### config.mk
export PLATFORM = sky130hd
export DESIGN_NAME = pipe_stage_reg
export DESIGN_NICKNAME = d
export VERILOG_FILES = /design/src/rtl/pipe_stage_reg.sv
export SDC_FILE = /design/constraint.sdc
export NUM_CORES = 1
export LEC_CHECK = 0
export CORE_ASPECT_RATIO = 0.8
export CORE_MARGIN = 3
export CORE_UTILIZATION = 25
export CTS_CLUSTER_DIAMETER = 60
export DETAILED_ROUTE_END_ITERATION = 16
export GPL_TIMING_DRIVEN = 1
export HOLD_SLACK_MARGIN = 0.03
export SLEW_MARGIN = 25
export SYNTH_ARGS = -nofsm -noshare
export SYNTH_HDL_FRONTEND = slang
export SYNTH_SLANG_ARGS = --single-unit
### constraint.sdc
create_clock -name clk -period 11.32 [get_ports clk]
set_clock_uncertainty 0.15 [all_clocks]
set_input_delay 2.264 -clock clk [delete_from_list [all_inputs] [get_ports clk]]
set_output_delay 2.264 -clock clk [all_outputs]
set_load 0.01 [all_outputs]
### src/rtl/pipe_stage_reg.sv
// Pipeline stage register with valid/ready handshake, flush and bubble-safe control.
// Define PIPE_STAGE_SKID_EN to add a one-entry skid buffer that registers in_ready.
module pipe_stage_reg #(
    parameter int DATA_W = 128,
    parameter int CTRL_W = 10
) (
    input  logic              clk,
    input  logic              reset,
    input  logic              in_valid,
    output logic              in_ready,
    input  logic [CTRL_W-1:0] in_ctrl,
    input  logic [DATA_W-1:0] in_data,
    input  logic              flush,
    output logic              out_valid,
    input  logic              out_ready,
    output logic [CTRL_W-1:0] out_ctrl,
    output logic [DATA_W-1:0] out_data,
    output logic [1:0]        occupancy
);

    logic              main_valid;
    logic [CTRL_W-1:0] main_ctrl;
    logic [DATA_W-1:0] main_data;
    logic              accept;
    logic              retire;

    assign accept = in_valid & in_ready;
    assign retire = main_valid & out_ready;

`ifdef PIPE_STAGE_SKID_EN
    logic              skid_valid;
    logic [CTRL_W-1:0] skid_ctrl;
    logic [DATA_W-1:0] skid_data;

    // in_ready comes straight from a flop, breaking the out_ready timing path
    assign in_ready = ~skid_valid;

    // While the skid is full nothing is accepted; it drains into main on retire
    always_ff @(posedge clk or posedge reset) begin
        if (reset) begin
            main_valid <= 1'b0;
            main_ctrl  <= '0;
            main_data  <= '0;
            skid_valid <= 1'b0;
            skid_ctrl  <= '0;
            skid_data  <= '0;
        end else if (flush) begin
            main_valid <= 1'b0;
            skid_valid <= 1'b0;
        end else if (skid_valid) begin
            if (retire) begin
                main_valid <= 1'b1;
                main_ctrl  <= skid_ctrl;
                main_data  <= skid_data;
                skid_valid <= 1'b0;
            end
        end else if (accept) begin
            if (!main_valid || retire) begin
                main_valid <= 1'b1;
                main_ctrl  <= in_ctrl;
                main_data  <= in_data;
            end else begin
                skid_valid <= 1'b1;
                skid_ctrl  <= in_ctrl;
                skid_data  <= in_data;
            end
        end else if (retire) begin
            main_valid <= 1'b0;
        end
    end

    assign occupancy = {1'b0, main_valid} + {1'b0, skid_valid};
`else
    assign in_ready = out_ready | ~main_valid;

    always_ff @(posedge clk or posedge reset) begin
        if (reset) begin
            main_valid <= 1'b0;
            main_ctrl  <= '0;
            main_data  <= '0;
        end else if (flush) begin
            main_valid <= 1'b0;
        end else if (accept) begin
            main_valid <= 1'b1;
            main_ctrl  <= in_ctrl;
            main_data  <= in_data;
        end else if (retire) begin
            main_valid <= 1'b0;
        end
    end

    assign occupancy = {1'b0, main_valid};
`endif

    // Bubbles must never carry write enables downstream
    assign out_valid = main_valid;
    assign out_ctrl  = main_valid ? main_ctrl : '0;
    assign out_data  = main_data;

endmodule

Word level (Yosys, flattened, before mapping):

Index checks and enable logic that the tools add are counted.

* input port bits: 143
* register bits after elaboration: 139
* output and inout bits: 142

* multiplexer cells: 4
* bitwise gates (word level): 5
* reduce and logical (&&, ||, !) cells: 2

Operator list (count)
* $mux 10: 1
* $mux 1: 3
* $reduce_bool 3->1: 1
* $and 1x1->1: 2
* $not 1->1: 2
* $reduce_and 2->1: 1
* $or 1x1->1: 1

Logic depth before layout (Yosys ltp):

Gate-level depths: netlist (run 1).

* depth after elaboration: 5
* gate-level depth with buffers: 5
* depth with buffers taken out: 3

Worst setup path before layout (run 1):

OpenSTA, ideal clock, no wires.

* path kind: input port to output port
* start: in out_ready
* end: out in_ready
* path buffers: 0
* path slack: 6433 ps
* arrival: 2473 ps
* data required time: 8906 ps
* cell stages on the path: 2
* cells stage by stage: nor2b_4 inv_1

* cells in the longest elaborated chain, start to end: 1

RTL lines
* start, declared: line 15 `input logic out_ready,`
* $or 1x1->1: line 74 `assign in_ready = out_ready | ~main_valid;`
* end, declared: line 10 `output logic in_ready,`

Every way passes these cells.

Worst setup path in the final report (run 1):

Same ends and word-level chain as after synthesis.

==> results of run 1 <==
power by group through the flow:
stage / combinational [uW] / clock (uW) / sequential, uW
6_report: 378 / 572 / 625
5_1_grt: 403 / 615 / 637
4_1_cts: 385 / 593 / 627
3_5_place_dp: 384 / 0 / 635
3_3_place_gp: 380 / 0 / 630
2_1_floorplan: 108 / 0 / 667
state kept, by name, indices dropped and copies added, names as in the netlist:
signal	flops
out_data	128
out_valid	1
main_ctrl	10
logic make-up (layout without fill, tap and decap cells):
kind of cell / after synthesis / after routing / synth area share [%]
buf+inv: 20 / 320 / 3.48
flops: 139 / 139 / 65.3
mux: 138 / 138 / 29.2
other cells: 1 / 1 / 0.0704
simple gates: 14 / 14 / 1.93
layer usage:
| layer | share of wire, % | vias to the layer above | track usage, % |
|---|---|---|---|
| li1 | - | 1664 | - |
| met1 | 40 | 1794 | 14.1 |
| met2 | 49 | 175 | 19.5 |
| met3 | 10 | 10 | 5.95 |
| met4 | 0.97 | 0 | 3.81 |
| met5 | 0 | - | 0 |
cell type report:
| class | instances | area [um^2] | area share, % |
|---|---|---|---|
| Clock buffer | 20 | 447 | 4.99 |
| Clock inverter | 12 | 163 | 1.82 |
| Inverter | 2 | 12.5 | 0.140 |
| Multi-Input combinational cell | 153 | 1660 | 18.5 |
| Sequential cell | 139 | 3480 | 38.8 |
| Tap cell | 269 | 337 | 3.76 |
| Timing Repair Buffer | 286 | 2860 | 31.9 |
metrics by stage:
stage	setup WS (ns)	cell area [um^2]
floorplan	5.18	5320
global placement	5.50	8340
detailed placement	5.47	8340
CTS	5.47	8950
global route	5.46	8960
finish	5.48	8960
critical path, cell delays in order:
cell,delay [ns]
clkdlybuf4s50_1,0.50
nor2b_4,0.06
inv_1,0.05
clkdlybuf4s50_1,0.55
cells in the mapped netlist:
library cell,number,area share (%)
dfrtp_1,139,65
mux2_2,138,29
buf_6,13,2.7
and2_1,10,1.2
buf_4,3,0.42
inv_1,2,0.14
nor2_1,2,0.14
buf_2,1,0.094
clkbuf_1,1,0.070
conb_1,1,0.070
nor2b_4,1,0.26
nor3b_4,1,0.35
worst paths after layout:
kind | endpoint | slack [ns] | cells past startpoint
max | in_ready | 5.48 | 4
max in group asynchronous | out_data[1] | 7.50 | 3
min | main_ctrl[6] | 0.35 | 1
min reg2reg | main_ctrl[6] | 0.35 | 1
max reg2reg | out_data[120] | 8.39 | 5
min in group asynchronous | out_valid | 2.20 | 2
==> metrics.md, run 1 <==
| Metric | Value |
|---|---|
| Status | finished, final reports clean |
| Distinct cell type count of the synthesized netlist | 12 |
| Fraction of the core area covered by cells at the end of the flow | a little over two fifths |
| Number of antenna violations at the first check in global routing | 0 |
| Number of DRC violations after detailed routing | 0 |
| Switching Share | 24.7% |
| Hold Crit Start | main_ctrl[6] |
| Clock tree from TritonCTS | built |
| PortBufs | roughly 280 |
| Post-CTS Resized | 0 |
| Die W | about 170 um |
| Data required time of the critical path | around 8.9 ns |
| Internal power | 1190 uW |
| H-tree levels | 4 |
| Overflow after GRT | 0 |
| Yosys warns | 0 |
| Proportion of layout cells with a drive suffix above 1 | between 20% and 30% |
| Per-cell routed wire length | between 15 and 20 um |
| Clock Tree Buf Depth | 2 |
| Worst slew margin relative to its limit | between 40% and 50% |
| Setup crit end kind | output port |
| Measured slew at the worst slew-check pin | 0.811 ns |
| Reg power frac | a little under 40% |
| Max Fanout on Critical Path | 3 |
| Per-cell via count in the routed design | 4.14 |
| Iter 0 DRT Violations | around 120 |
| Total wire length after detailed routing | about 14 mm |
| Final Critical Period | roughly 5.8 ns |
| Global router's overall resource usage | approximately 12% |
| Post-Synthesis Mean Instance Area | between 15 and 20 um^2 |
| Static leakage | 0.00360 uW |
| Antenna Violating Nets Remaining | 0 |
| Syn_nets | between 400 and 500 |
| Core area | approximately 21,000 um^2 |
| TritonCTS Sinks | 139 |
| Total count of hold-check failures in the final report | 0 |
| Placement row count | 47 |
| Total half-perimeter wirelength after legalization and detailed placement | approximately 10 mm |
| Max-slew violation count | 0 |
| IR drop worst, VDD | roughly 81 uV |
| Max-cap viol count | 0 |
| First-pass GRT wire length | approximately 22 mm |
| Maximum achievable frequency | roughly 170 MHz |
| Setup Viol. Count Final | 0 |
| Maximum number of pins on one net before global-route repair | 87 |
| Most frequent cells in the layout | clkdlybuf4s50_1 (283), dfrtp_1 (139), mux2_2 (138) |
| Post-route worst hold slack | approximately 0.35 ns |
| Layout fillers | 1,901 |
| Flop and latch count out of synthesis | 139 |
| Setup crit start kind | primary input |
| Synthesized instance count | about 310 |
| Initial core utilization | roughly a quarter |
| First-pass DRT Iterations | 3 |
| Net switching power of the design | slightly below 400 uW |
| Die Ht | approximately 140 um |
| Count of inserted antenna diode cells | 0 |
| Vias in the first global route | 3,940 |
| Clock power frac | 36.3% |
| Class of the tightest hold or removal check | flip-flop to flip-flop |
| Synth-to-layout area growth | 68.2% |
| Most frequent standard cell in the layout excluding fill and tap cells | clkdlybuf4s50_1 |
| Hold Buf Count CTS | 0 |
| Critical Path Start | out_ready |
| Final Non-Filler Cells | 881 |
| Worst endpoint data arrival time | roughly 3.4 ns |
| RSZ-0062 raised after global routing | no |
| Nets | between 700 and 800 |
| Cell area after synthesis | around 5300 um^2 |
| Clock tree root buffer cell | clkbuf_16 |
| Number of vias in the routed layout | 3,643 |
| IO Pins | ~290 |
| Post-CTS repair timing setup buffer count | 0 |
| Setup tns final | 0 ns |
| Crit share post-route | between 50% and 60% |
| GPL Wtd Cong | 0.774 |
| Placed insts | approximately 850 |
| Overall power of the completed layout | roughly 1600 uW |
| Critical path type | primary input to output port |
| Share of synthesized area occupied by flip-flops and latches | between 60% and 70% |
| FF-to-FF Start | out_valid |
| Clk slew on worst S/H paths | about 0.06 ns |
| Areal power density over the cells | 176 nW/um^2 |
| Total clock buffers created by CTS | 17 |
| Die area | between 20,000 and 25,000 um^2 |
| Latest clock arrival within the worst-skew pair | 0.40 ns |
| Comb power frac | between 20% and 30% |
(Power assumes the default switching activity.)
==> run 2: changes to the inputs <==
==> constraint.sdc (replaced) <==
create_clock -name clk -period 6.1 [get_ports clk]
set_clock_uncertainty 0.15 [all_clocks]
set_input_delay 1.22 -clock clk [delete_from_list [all_inputs] [get_ports clk]]
set_output_delay 1.22 -clock clk [all_outputs]
set_load 0.01 [all_outputs]
==> run 2 against run 1 <==
Compared with the run above:
- hold slack better by 0.0015 ns
- sequential power is 86% higher
- register-to-register slack worse by 4.6 ns
- routed wire length is 1.2% lower
- utilization is 0.078 points lower
- die area stayed put
- first-iteration DRC count is 33% lower
- flip-flop and latch count stayed put
- via count is 0.11% lower
- total power is 82% higher
- cell count stayed put
- critical path type unchanged
- critical endpoint unchanged
==> metrics.md, run 2 (synthesis gave the netlist of run 1 again) <==
| Metric | Value |
|---|---|
| Status | finished, final reports clean (unchanged) |
| Areal power density over the cells | 321 nW/um^2 (was 176 nW/um^2) |
| Max-cap viol count | 0 (unchanged) |
| Met3 demand-to-capacity share in global routing | 6.06% (was 5.95%) |
| Post-CTS repair timing setup buffer count | 0 (unchanged) |
| First-pass GRT wire length | 21.4 mm (was 21.6 mm) |
| IR drop worst, VDD | 173 uV (was 80.7 uV) |
| PortBufs | 283 (unchanged) |
| Met1 global-route usage | 12.8% (was 14.1%) |
| Clock tree from TritonCTS | built (unchanged) |
| Per-cell via count in the routed design | 4.13 (was 4.14) |
| Final Non-Filler Cells | 881 (unchanged) |
| Met2 Track Usage GR | 20.4% (was 19.5%) |
| Max Fanout on Critical Path | 3 (unchanged) |
| Number of DRC violations after detailed routing | 0 (unchanged) |
| Crit share post-route | roughly three fifths |
| Largest delay contributor family on the critical path | buffers and inverters (unchanged) |
| Final Critical Period | between 3 and 4 ns |
| Class of the tightest hold or removal check | flip-flop to flip-flop (unchanged) |
| Maximum number of pins on one net before global-route repair | 139 (was 87) |
| Critical Path Start | out_ready (unchanged) |
| IO Pins | 285 (unchanged) |
| Setup tns final | 0 ns (unchanged) |
| Measured slew at the worst slew-check pin | 0.793 ns (was 0.811 ns) |
| Count of inserted antenna diode cells | 0 (unchanged) |
| Largest incremental delay on the critical path | 0.53 ns (was 0.55 ns) |
| Die area | 23,100 um^2 (unchanged) |
| Total wire length after detailed routing | 13.9 mm (was 14.1 mm) |
| Total count of hold-check failures in the final report | 0 (unchanged) |
| H-tree levels | 4 (unchanged) |
| FF-to-FF Start | out_valid (unchanged) |
| Placement row count | 47 (unchanged) |
| Static leakage | 0.00361 uW (was 0.00360 uW) |
| Clock tree root buffer cell | clkbuf_16 (unchanged) |
| Sum of buffers and inverters on the critical path | 3 (unchanged) |
| Vias in the first global route | 4,094 (was 3,940) |
| Max reg flops | 128 (unchanged) |
| Worst Reg-to-Reg Cells | 4 (was 5) |
| Number of vias in the routed layout | 3,639 (was 3,643) |
| Clock Tree Buf Depth | 2 (unchanged) |
| Core area | 20,800 um^2 (unchanged) |
| Placed insts | 849 (unchanged) |
| Setup Viol. Count Final | 0 (unchanged) |
| RSZ-0062 raised after global routing | no (unchanged) |
| Critical Path Stages | 4 (unchanged) |
| First-pass DRT Iterations | 3 (unchanged) |
| Max-slew violation count | 0 (unchanged) |
| Hold Buf Count CTS | 0 (unchanged) |
| Total clock buffers created by CTS | 17 (unchanged) |
| Most frequent cells in the layout | clkdlybuf4s50_1 (283), dfrtp_1 (139), mux2_2 (138) (unchanged) |
| Iter 0 DRT Violations | 79 (was 118) |
| Proportion of layout cells with a drive suffix above 1 | 28.8% (was 28.4%) |
| Antenna Violating Nets Remaining | 0 (unchanged) |
| Global router's overall resource usage | 11.9% (was 12.0%) |
| Critical Path, Cell by Cell | clkdlybuf4s50_1 > nor2b_4 > inv_1 > clkdlybuf4s50_1 (unchanged) |
| Maximum achievable frequency | roughly 270 MHz |
| Data required time of the critical path | 4.73 ns (was 8.91 ns) |
| Die Ht | 137 um (unchanged) |
| Initial core utilization | 25.6% (unchanged) |
| Worst endpoint data arrival time | 2.36 ns (was 3.43 ns) |
| GPL Wtd Cong | 0.774 (about the same) |
| Synth-to-layout area growth | 67.9% (was 68.2%) |
| Number of antenna violations at the first check in global routing | 0 (unchanged) |
| Critical path type | primary input to output port (unchanged) |
| TritonCTS Sinks | 139 (unchanged) |
| Most frequent standard cell in the layout excluding fill and tap cells | clkdlybuf4s50_1 (unchanged) |
| Overflow after GRT | 0 (unchanged) |
| Latest clock arrival within the worst-skew pair | 0.41 ns (was 0.40 ns) |
| Post-CTS Resized | 0 (unchanged) |
| Worst slew margin relative to its limit | 47.1% (was 45.9%) |
| Die W | 169 um (unchanged) |
| Clk slew on worst S/H paths | 0.05 ns (was 0.06 ns) |
| Most numerous cell on the critical path | clkdlybuf4s50_1 (unchanged) |
| Max stage delay cell, worst path | clkdlybuf4s50_1 (unchanged) |
| Nets | 742 (unchanged) |
| Total half-perimeter wirelength after legalization and detailed placement | 10.1 mm (was 10.2 mm) |
| Setup crit end kind | output port (unchanged) |
| Terminus of the critical flop-to-flop path | out_data[120] (unchanged) |
| Setup crit end | in_ready (unchanged) |
| Setup crit start kind | primary input (unchanged) |
| Routing layer with the top usage in global route | met2 (unchanged) |
| Per-cell routed wire length | 15.8 um (was 16.0 um) |
| Register-to-register setup slack | 3.77 ns (was 8.39 ns) |
-- run 2: cell count changes in the layout (fill, tap and decap cells not counted) --
cell,before,now
bufinv_16,3,1
clkbuf_1,2,0
clkinvlp_4,5,2
clkinv_2,0,1
buf_6,1,0
inv_8,0,1
clkbuf_8,1,2
clkinv_4,0,4
buf_12,0,1
-- run 2: metrics by stage --
step                      worst slack (ns)  util, %  total power, uW  hold WS [ns]  cell area [um^2]
after global placement                2.36     40.1             1870         0.331              8360
after detailed placement              2.37     40.1             1890         0.341              8360
final                                 2.37     42.9             2870         0.351              8940
after global routing                  2.33     42.9             3010         0.364              8940
after floorplan                       1.01        -             1440         0.322              5320
after CTS                             2.37     42.9             2920         0.358              8940
-- run 2: report_power, final --
part | internal (uW) | switching, uW
clock network | 592 | 414
logic | 462 | 239
registers | 1080 | 80.7
-- run 2: worst min-delay path by stage --
stage / start / slack [ns] / endpoint / cells past startpoint
floorplan: main_ctrl[7] / 0.32 / main_ctrl[7] / 1
global placement: main_ctrl[6] / 0.33 / main_ctrl[6] / 1
detailed placement: main_ctrl[5] / 0.34 / main_ctrl[5] / 1
CTS: main_ctrl[5] / 0.36 / main_ctrl[5] / 1
global route: out_data[72] / 0.36 / out_data[72] / 1
finish: main_ctrl[7] / 0.35 / main_ctrl[7] / 1
-- run 2: cell type report --
class / count / area, um^2
fillers: 1899 / 11900
repair buffers: 286 / 2870
clock inverters: 13 / 131
clock buffers: 19 / 453
multi-input cells: 153 / 1660
flip-flops and latches: 139 / 3480
well taps: 269 / 337
inverters: 2 / 12.5
-- run 2: layer usage --
| layer | vias to the layer above | part of all wire [%] | wire length [um] |
|---|---|---|---|
| met2 | 177 | 50 | 6940 |
| met3 | 13 | 11 | 1540 |
| met4 | 0 | 1.4 | 191 |
| li1 | 1673 | - | - |
| met1 | 1776 | 38 | 5250 |
| met5 | - | 0 | 0 |
